### src/rtl/phase_slot_arbiter.sv
// phase_slot_arbiter: round-robin arbiter that shares one slow-domain
// transfer slot among N_REQ fast-domain requesters.
//
// Ports:
//   clk_fast  : fast clock (the only clock)
//   rst       : synchronous active-high reset
//   cnt       : phase count from the clock phase counter
//   req       : per-requester level request
//   req_data  : per-requester payload, requester i at [i*DATA_W +: DATA_W]
//   gnt       : one-hot grant, one-cycle pulse
//   out_valid : slot holds a valid transaction
//   out_data  : granted payload, stable while out_valid
//   out_id    : index of granted requester
//   locked    : phase tracking locked
//   err_slip  : one-cycle pulse on phase slip while locked
module phase_slot_arbiter #(
    parameter  int RATIO        = 4,
    parameter  int N_REQ        = 4,
    parameter  int DATA_W       = 64,
    parameter  int LAUNCH_PHASE = 0,
    parameter  int LOCK_CYCLES  = 2 * RATIO,
    localparam int CNT_W        = $clog2(RATIO),
    localparam int ID_W         = (N_REQ > 2) ? $clog2(N_REQ) : 1
) (
    input  logic                    clk_fast,
    input  logic                    rst,
    input  logic [CNT_W-1:0]        cnt,
    input  logic [N_REQ-1:0]        req,
    input  logic [N_REQ*DATA_W-1:0] req_data,
    output logic [N_REQ-1:0]        gnt,
    output logic                    out_valid,
    output logic [DATA_W-1:0]       out_data,
    output logic [ID_W-1:0]         out_id,
    output logic                    locked,
    output logic                    err_slip
);

    localparam int GC_W = $clog2(LOCK_CYCLES + 1);

    typedef enum logic {
        S_UNLOCKED,
        S_LOCKED
    } state_t;

    state_t              r_state;
    state_t              w_state_nx;
    logic [GC_W-1:0]     r_good;
    logic [GC_W-1:0]     w_good_nx;
    logic [CNT_W-1:0]    r_prev;
    logic                r_prev_valid;
    logic [ID_W-1:0]     r_rr_ptr;

    logic [N_REQ-1:0]    r_gnt;
    logic                r_valid;
    logic [DATA_W-1:0]   r_data;
    logic [ID_W-1:0]     r_id;
    logic                r_slip;

    logic                w_step_ok;
    logic                w_slip;
    logic                w_launch;
    logic                w_found;
    logic [ID_W-1:0]     w_win;
    logic [N_REQ-1:0]    w_gnt_nx;
    logic [DATA_W-1:0]   w_sel_data;

    // A step is good only when cnt advances by exactly one phase
    // (wrapping RATIO-1 -> 0) and both samples are in range.
    always_comb begin
        w_step_ok = 1'b0;
        if (r_prev_valid && (int'(cnt) < RATIO)) begin
            if (int'(r_prev) == RATIO - 1)
                w_step_ok = (cnt == '0);
            else
                w_step_ok = (int'(cnt) == int'(r_prev) + 1);
        end
    end

    // State register
    always_ff @(posedge clk_fast) begin
        if (rst) begin
            r_state      <= S_UNLOCKED;
            r_good       <= '0;
            r_prev       <= '0;
            r_prev_valid <= 1'b0;
        end else begin
            r_state      <= w_state_nx;
            r_good       <= w_good_nx;
            r_prev       <= cnt;
            r_prev_valid <= 1'b1;
        end
    end

    // Next-state logic
    always_comb begin
        w_state_nx = r_state;
        w_good_nx  = r_good;
        unique case (r_state)
            S_UNLOCKED: begin
                if (!w_step_ok) begin
                    w_good_nx = '0;
                end else if (int'(r_good) == LOCK_CYCLES - 1) begin
                    w_state_nx = S_LOCKED;
                    w_good_nx  = '0;
                end else begin
                    w_good_nx = r_good + GC_W'(1);
                end
            end
            S_LOCKED: begin
                if (!w_step_ok) begin
                    w_state_nx = S_UNLOCKED;
                    w_good_nx  = '0;
                end
            end
            default: begin
                w_state_nx = S_UNLOCKED;
                w_good_nx  = '0;
            end
        endcase
    end

    // Output logic: slip detection and rotating-priority winner search.
    // A slip on the launch phase suppresses the launch.
    always_comb begin
        w_slip   = (r_state == S_LOCKED) && !w_step_ok;
        w_launch = (r_state == S_LOCKED) && w_step_ok
                   && (int'(cnt) == LAUNCH_PHASE);
        w_found  = 1'b0;
        w_win    = '0;
        // Smallest offset after rr_ptr wins.
        for (int off = 1; off <= N_REQ; off++) begin
            for (int j = 0; j < N_REQ; j++) begin
                if (!w_found && req[j]
                    && ((int'(r_rr_ptr) + off) % N_REQ == j)) begin
                    w_found = 1'b1;
                    w_win   = ID_W'(j);
                end
            end
        end
        w_gnt_nx   = '0;
        w_sel_data = '0;
        for (int i = 0; i < N_REQ; i++) begin
            if (w_found && (w_win == ID_W'(i))) begin
                w_gnt_nx[i] = 1'b1;
                w_sel_data  = req_data[i*DATA_W +: DATA_W];
            end
        end
    end

    // Slot registers: change only on launch, slip or reset.
    always_ff @(posedge clk_fast) begin
        if (rst) begin
            r_gnt    <= '0;
            r_valid  <= 1'b0;
            r_data   <= '0;
            r_id     <= '0;
            r_slip   <= 1'b0;
            r_rr_ptr <= ID_W'(N_REQ - 1);
        end else begin
            r_gnt  <= '0;
            r_slip <= w_slip;
            if (w_slip) begin
                r_valid <= 1'b0;
            end else if (w_launch) begin
                if (w_found) begin
                    r_gnt    <= w_gnt_nx;
                    r_valid  <= 1'b1;
                    r_data   <= w_sel_data;
                    r_id     <= w_win;
                    r_rr_ptr <= w_win;
                end else begin
                    r_valid <= 1'b0;
                end
            end
        end
    end

    assign gnt       = r_gnt;
    assign out_valid = r_valid;
    assign out_data  = r_data;
    assign out_id    = r_id;
    assign locked    = (r_state == S_LOCKED);
    assign err_slip  = r_slip;

endmodule

### config.mk
export PLATFORM = sky130hd
export DESIGN_NAME = phase_slot_arbiter
export DESIGN_NICKNAME = d
export VERILOG_FILES = /design/src/rtl/phase_slot_arbiter.sv
export SDC_FILE = /design/constraint.sdc
export NUM_CORES = 1
export LEC_CHECK = 0
export BUFFER_PORTS_ARGS = -buffer_cell sky130_fd_sc_hd__clkbuf_2
export CAP_MARGIN = 20
export CORE_AREA = 4 4 127 129
export DETAILED_ROUTE_END_ITERATION = 7
export DIE_AREA = 0 0 131 133
export HOLD_SLACK_MARGIN = 0.15
export PLACE_DENSITY_LB_ADDON = 0.12
export SETUP_SLACK_MARGIN = 0.1
export SLEW_MARGIN = 20
export SYNTH_ARGS = -nofsm -noshare
export SYNTH_HDL_FRONTEND = slang
export SYNTH_SLANG_ARGS = --single-unit
### constraint.sdc
create_clock -name clk_fast -period 2.36 [get_ports clk_fast]
set_input_delay 0.236 -clock clk_fast [delete_from_list [all_inputs] [get_ports clk_fast]]
set_output_delay 0.236 -clock clk_fast [all_outputs]
set_load 0.02 [all_outputs]
# --- After elaboration in Yosys (flattened, before gate mapping) ---
# Index checks and enable logic that the tools add are counted.
totals:
  output_inout_bits: 73
  wordCells: 162
  regBits: 82
classes:
  n_eq_ne: 19
  reduce_logical: 68
  muxes: 51
  n_addsub: 6
  bitwise_logic: 8
ops:
  columns: ["cell", "count"]
  rows:
  - ["2-to-1 mux 64 bit", 4]
  - ["logical NOT 32 bit", 4]
  - ["logical AND 1 bit", 38]
  - ["2-to-1 mux 1 bit", 28]
  - ["2-to-1 mux 2 bit", 14]
  - ["== test 3 bit (second input constant)", 8]
  - ["logical NOT 1 bit", 16]
  - ["== test 3 x 2 -> 1 bit (second input constant)", 4]
  - ["2-to-1 mux 4 bit", 3]
  - ["OR reduction 2 bit", 5]
  - ["one-hot mux 4 bit (2 select lines)", 1]
  - ["logical NOT 2 bit", 3]
  - ["adder 2 x 1 -> 2 bit (second input constant)", 2]
  - ["adder 2 bit (second input constant)", 2]
  - ["adder 4 x 1 -> 4 bit (second input constant)", 1]
  - ["bitwise AND 1 bit (first input constant)", 4]
  - ["== test 2 x 1 -> 1 bit (second input constant)", 2]
  - ["== test 2 bit (second input constant)", 2]
  - ["== test 4 bit (second input constant)", 1]
  - ["inverter 1 bit", 4]
  - ["OR reduction 4 bit", 1]
  - ["adder 2 x 1 -> 3 bit (second input constant)", 1]
  - ["== test 2 x 3 -> 1 bit", 1]
  - ["AND reduction 3 bit", 1]
  - ["2 further kinds", 2]

# --- Depth between registers and ports, before layout ---
logic_depth:
  depth_word: 72
  mapped_depth: 9
  mapped_depth_nobuf: 6

# --- Worst setup path after synthesis ---
# Ideal clock, no wire load.
synth_timing:
  kind: "flip-flop to flip-flop"
  startpoint: "register r_prev[0]"
  endpoint: "register r_data[16], in the netlist out_data[16]"
  setup_slack_ns: 0.419
  n_path_buf: 1
  path_stages_with_launch: 8
  period_less_slack_ns: 1.941
  t_arrival_ns: 1.819
  cell_sequence: "dfxtp_1 > ha_1 > nor2b_1 > o2111a_2 > a21boi_4 > nor2_1 > clkbuf_1 > a221o_1"
synth_via:
  elab_chain_cells: 8
  elab_cells_between_ends: 11
synth_rtl:
  columns: ["item", "line_no", "rtl"]
  rows:
  - ["start: declaration", "49", "logic [CNT_W-1:0] r_prev;"]
  - ["start signal: assignment", "89", "r_prev <= cnt;"]
  - ["adder 2 x 1 -> 3 bit", "75", "w_step_ok = (int'(cnt) == int'(r_prev) + 1);"]
  - ["== test 2 x 3 -> 1 bit", "75", null]
  - ["2-to-1 mux 1 bit (*)", "72", "if (int'(r_prev) == RATIO - 1)"]
  - ["2-to-1 mux 1 bit (*)", "71", "if (r_prev_valid && (int'(cnt) < RATIO)) begin"]
  - ["logical NOT 1 bit", "125", "w_slip = (r_state == S_LOCKED) && !w_step_ok;"]
  - ["logical AND 1 bit", "125", null]
  - ["inverter 1 bit (no source line)", null, null]
  - ["AND reduction 3 bit (no source line) (*)", null, null]
  - ["end signal: assignment", "168", "r_data <= w_sel_data;"]
  - ["end: declaration", "55", "logic [DATA_W-1:0] r_data;"]
# Mark *: on every way between the ends. The rest lies on a longest branch, timed or not.
# A chain may end at the register's enable or synchronous reset.

# --- Worst setup path after layout ---
layout_timing:
  startpoint: "register r_prev[0]"
  endpoint: "register r_data[34], in the netlist out_data[34]"
# The elaborated chain is that of the path after synthesis.

==> flow_summary.ini <==
[floorplan]
initial_core_util_pct = 29.35
num_io_pins = 337
rows = 45
die_h_um = 133
dieWidth_um = 131
coreArea_mm2 = 0.01503
dieArea_mm2 = 0.01742

[sta]
setup-violations-final = 0
fin_crit_sh_pct = 91.62
hold_viol = 0
finClkSkew_ns = 0.007075
fmax_mhz = 462.5
maxSlewHeadroom_pct = 58.29
tightestPinTransition_ns = 0.6099
maxSlewViolCount = 0
rsz0062_at_grt = yes
tns_ns = 0
period_minus_slack_ns = 2.162

[flow_run]
maxCapViolCount = 0

[yosys]
yosysMostFrequentCell = a21oi_1
ys.flop_type = dfxtp_1
synth_cells = 504
synth_cell_type_count = 48
synth_top_area_share_pct = 37.21
postSynthAreaPerCell_um2 = 8.753
synth_top_area_cell = dfxtp_1
ys_warn_count = 0
synthArstFlopShare_pct = 0
ys_seq_area_share_pct = 37.21
synthesis.nets = 770
synth_enable_flop_cells = 0
syn_area_mm2 = 0.004412
synth_seq_cells = 82
yosys-top-cells-area = dfxtp_1 (37%), a21oi_1 (9.9%), a222oi_1 (9.3%)
synth_common_cells = a21oi_1 (87), dfxtp_1 (82), o21ai_0 (46)

[cts]
path_clk_slew_ns = 0.07
clkSinkCount = 82
root_buffer = clkbuf_16
htree_levels = 3
cts_post_setup_buffers_inserted = 0
clk_latency_ns = 0.34
cts_made_buffers = 9
cts_buffer_depth = 2
cts_tree = built

[global_route]
grt_pass1_wl_um = 30220
grt-ovfl-total = 0
first_global_vias = 5738
grt_max_degree = 45
grt_usage_pct = 21.87
grt_antenna_before_repair = 2

[detailed_routing]
routedWlPerCell_um = 19.53
via_per_inst = 5.605
drt-pass1-iter-count = 8
ant_nets = 0
vias = 5796
initialDrtViolationCount = 401
wl_um = 20190
drc = 22

[critical_path]
r2r_setup_slack_ns = 0.20
cp.arrival_ns = 2.45
crit_type = reg2reg
startpoint_type = flop
critPathMaxFanout = 13
end_kind = flop
cp_slowest_cell = a2111oi_1
critPathRequiredTime_ns = 2.64
cp_common_cell = buf_4
crit_path_max_incr_delay_ns = 0.38
cp_cell_sequence = ha_1 > nor2b_1 > o2111a_2 > nand2_1 > buf_4 > buf_4 > a2111oi_1 > a221o_1

[final_layout]
final_layout_size_suffix_gt1_share_pct = 46.69
fin_util_pct = 45.33
fillers = 1476
antenna_cells = 0
area.growth.synth_to_final_pct = 54.45
fin_nets = 1107
multi_input_area_mm2 = 0.002442
regArea_mm2 = 0.001642

[place]
gp_congestion = 0.8753
numPortBuffers = 336
hpwl_um = 15160

[power_and_ir_drop]
vdd_drop_max_v = 0.0002793
p_leak_nw = 3.207
powerDensity_mw_per_mm2 = 506.3

[worst_hold_path]
hp-class = in2reg

[run_status]
violations = DRC
status = complete, but fails checks
-- critical path: cells and delay by family, from the launching register on --
kind | cells | cell delay (ns)
compound gates | 3 | 0.80
flops | 1 | 0.34
simple gates | 2 | 0.22
buf+inv | 2 | 0.40
fa+ha+maj | 1 | 0.33
-- state kept, by name, indices dropped and copies added (netlist names) --
signal / flops
err_slip: 1
locked: 1
out_data: 64
out_id: 2
r_prev: 2
gnt: 4
r_good: 4
out_valid: 1
r_rr_ptr: 2
r_prev_valid: 1
-- logic make-up (layout without fill, tap and decap cells) --
kind of cell / Yosys count / after routing / share of synthesized area, %
simple gates: 92 / 92 / 10.18
flops: 82 / 82 / 37.21
compound gates: 262 / 262 / 42.94
mux: 2 / 2 / 0.4538
buf+inv: 62 / 404 / 8.253
xor+xnor: 2 / 2 / 0.3971
fa+ha+maj: 2 / 2 / 0.5671
-- cell type report --
| cell class | count | area share (%) |
|---|---|---|
| Clock buffer | 10 | 3.360 |
| Clock inverter | 6 | 1.322 |
| Multi-Input combinational cell | 360 | 35.84 |
| Inverter | 3 | 0.1653 |
| Timing Repair Buffer | 385 | 31.77 |
| Sequential cell | 82 | 24.09 |
| Tap cell | 188 | 3.452 |
-- stage by stage --
stage | hold WS, ns | cell area, um^2 | power, mW | instances | setup slack (ns)
finish | 0.1729 | 6814 | 3.450 | 1034 | 0.1978
global route | 0.1715 | 6814 | 3.594 | 1034 | 0.07116
CTS | 0.1545 | 6785 | 3.488 | 1034 | 0.1695
detailed placement | 0.4518 | 6231 | 1.905 | 995 | 0.05358
global placement | 0.4491 | 6231 | 1.903 | 995 | 0.06212
floorplan | 0.3642 | 4412 | 1.628 | 504 | 0.4192
-- layout by cell type, fill, tap and decap left out, drive strengths merged, types with 2 or more instances in the layout --
cell	instances
buf	26
nor2	10
clkbuf	346
a41oi	23
a21oi	88
a31oi	3
dfxtp	82
inv	4
a221o	23
nand2	36
clkinv	2
ha	2
o21ai	51
and3	4
a222oi	41
a2111oi	24
nor2b	8
nor3	27
bufinv	2
dlygate4sd3	23
mux2i	2
-- where the power goes --
| group | switching (mW) | total [mW] | internal (mW) |
|---|---|---|---|
| Sequential | 0.00248 | 1.39 | 1.39 |
| Combinational | 0.244 | 0.519 | 0.276 |
| Clock | 0.610 | 1.54 | 0.932 |
| Total | 0.856 | 3.45 | 2.59 |
-- timing repair --
action,CTS,global route
gates cloned,0,0
hold buffers,23,0
gates resized for setup,1,9
pin swaps,0,0
setup endpoints to repair,23,26
endpoints found under the hold margin,23,0
-- path summary, 6_finish.rpt --
kind	start	end	cells after the start
hold reg to reg	out_id[1]	out_id[1]	2
hold / removal	req_data[63]	out_data[63]	3
setup / recovery	r_prev[0]	out_data[34]	8
setup reg to reg	r_prev[0]	out_data[34]	8
-- routing by layer --
layer	GRT usage [%]	vias up	wire length, um
li1	-	2720	-
met1	24.95	2743	7783
met2	37.98	299	10130
met3	6.782	30	1891
met4	7.714	4	353
met5	0	-	29
(Power assumes the default switching activity.)
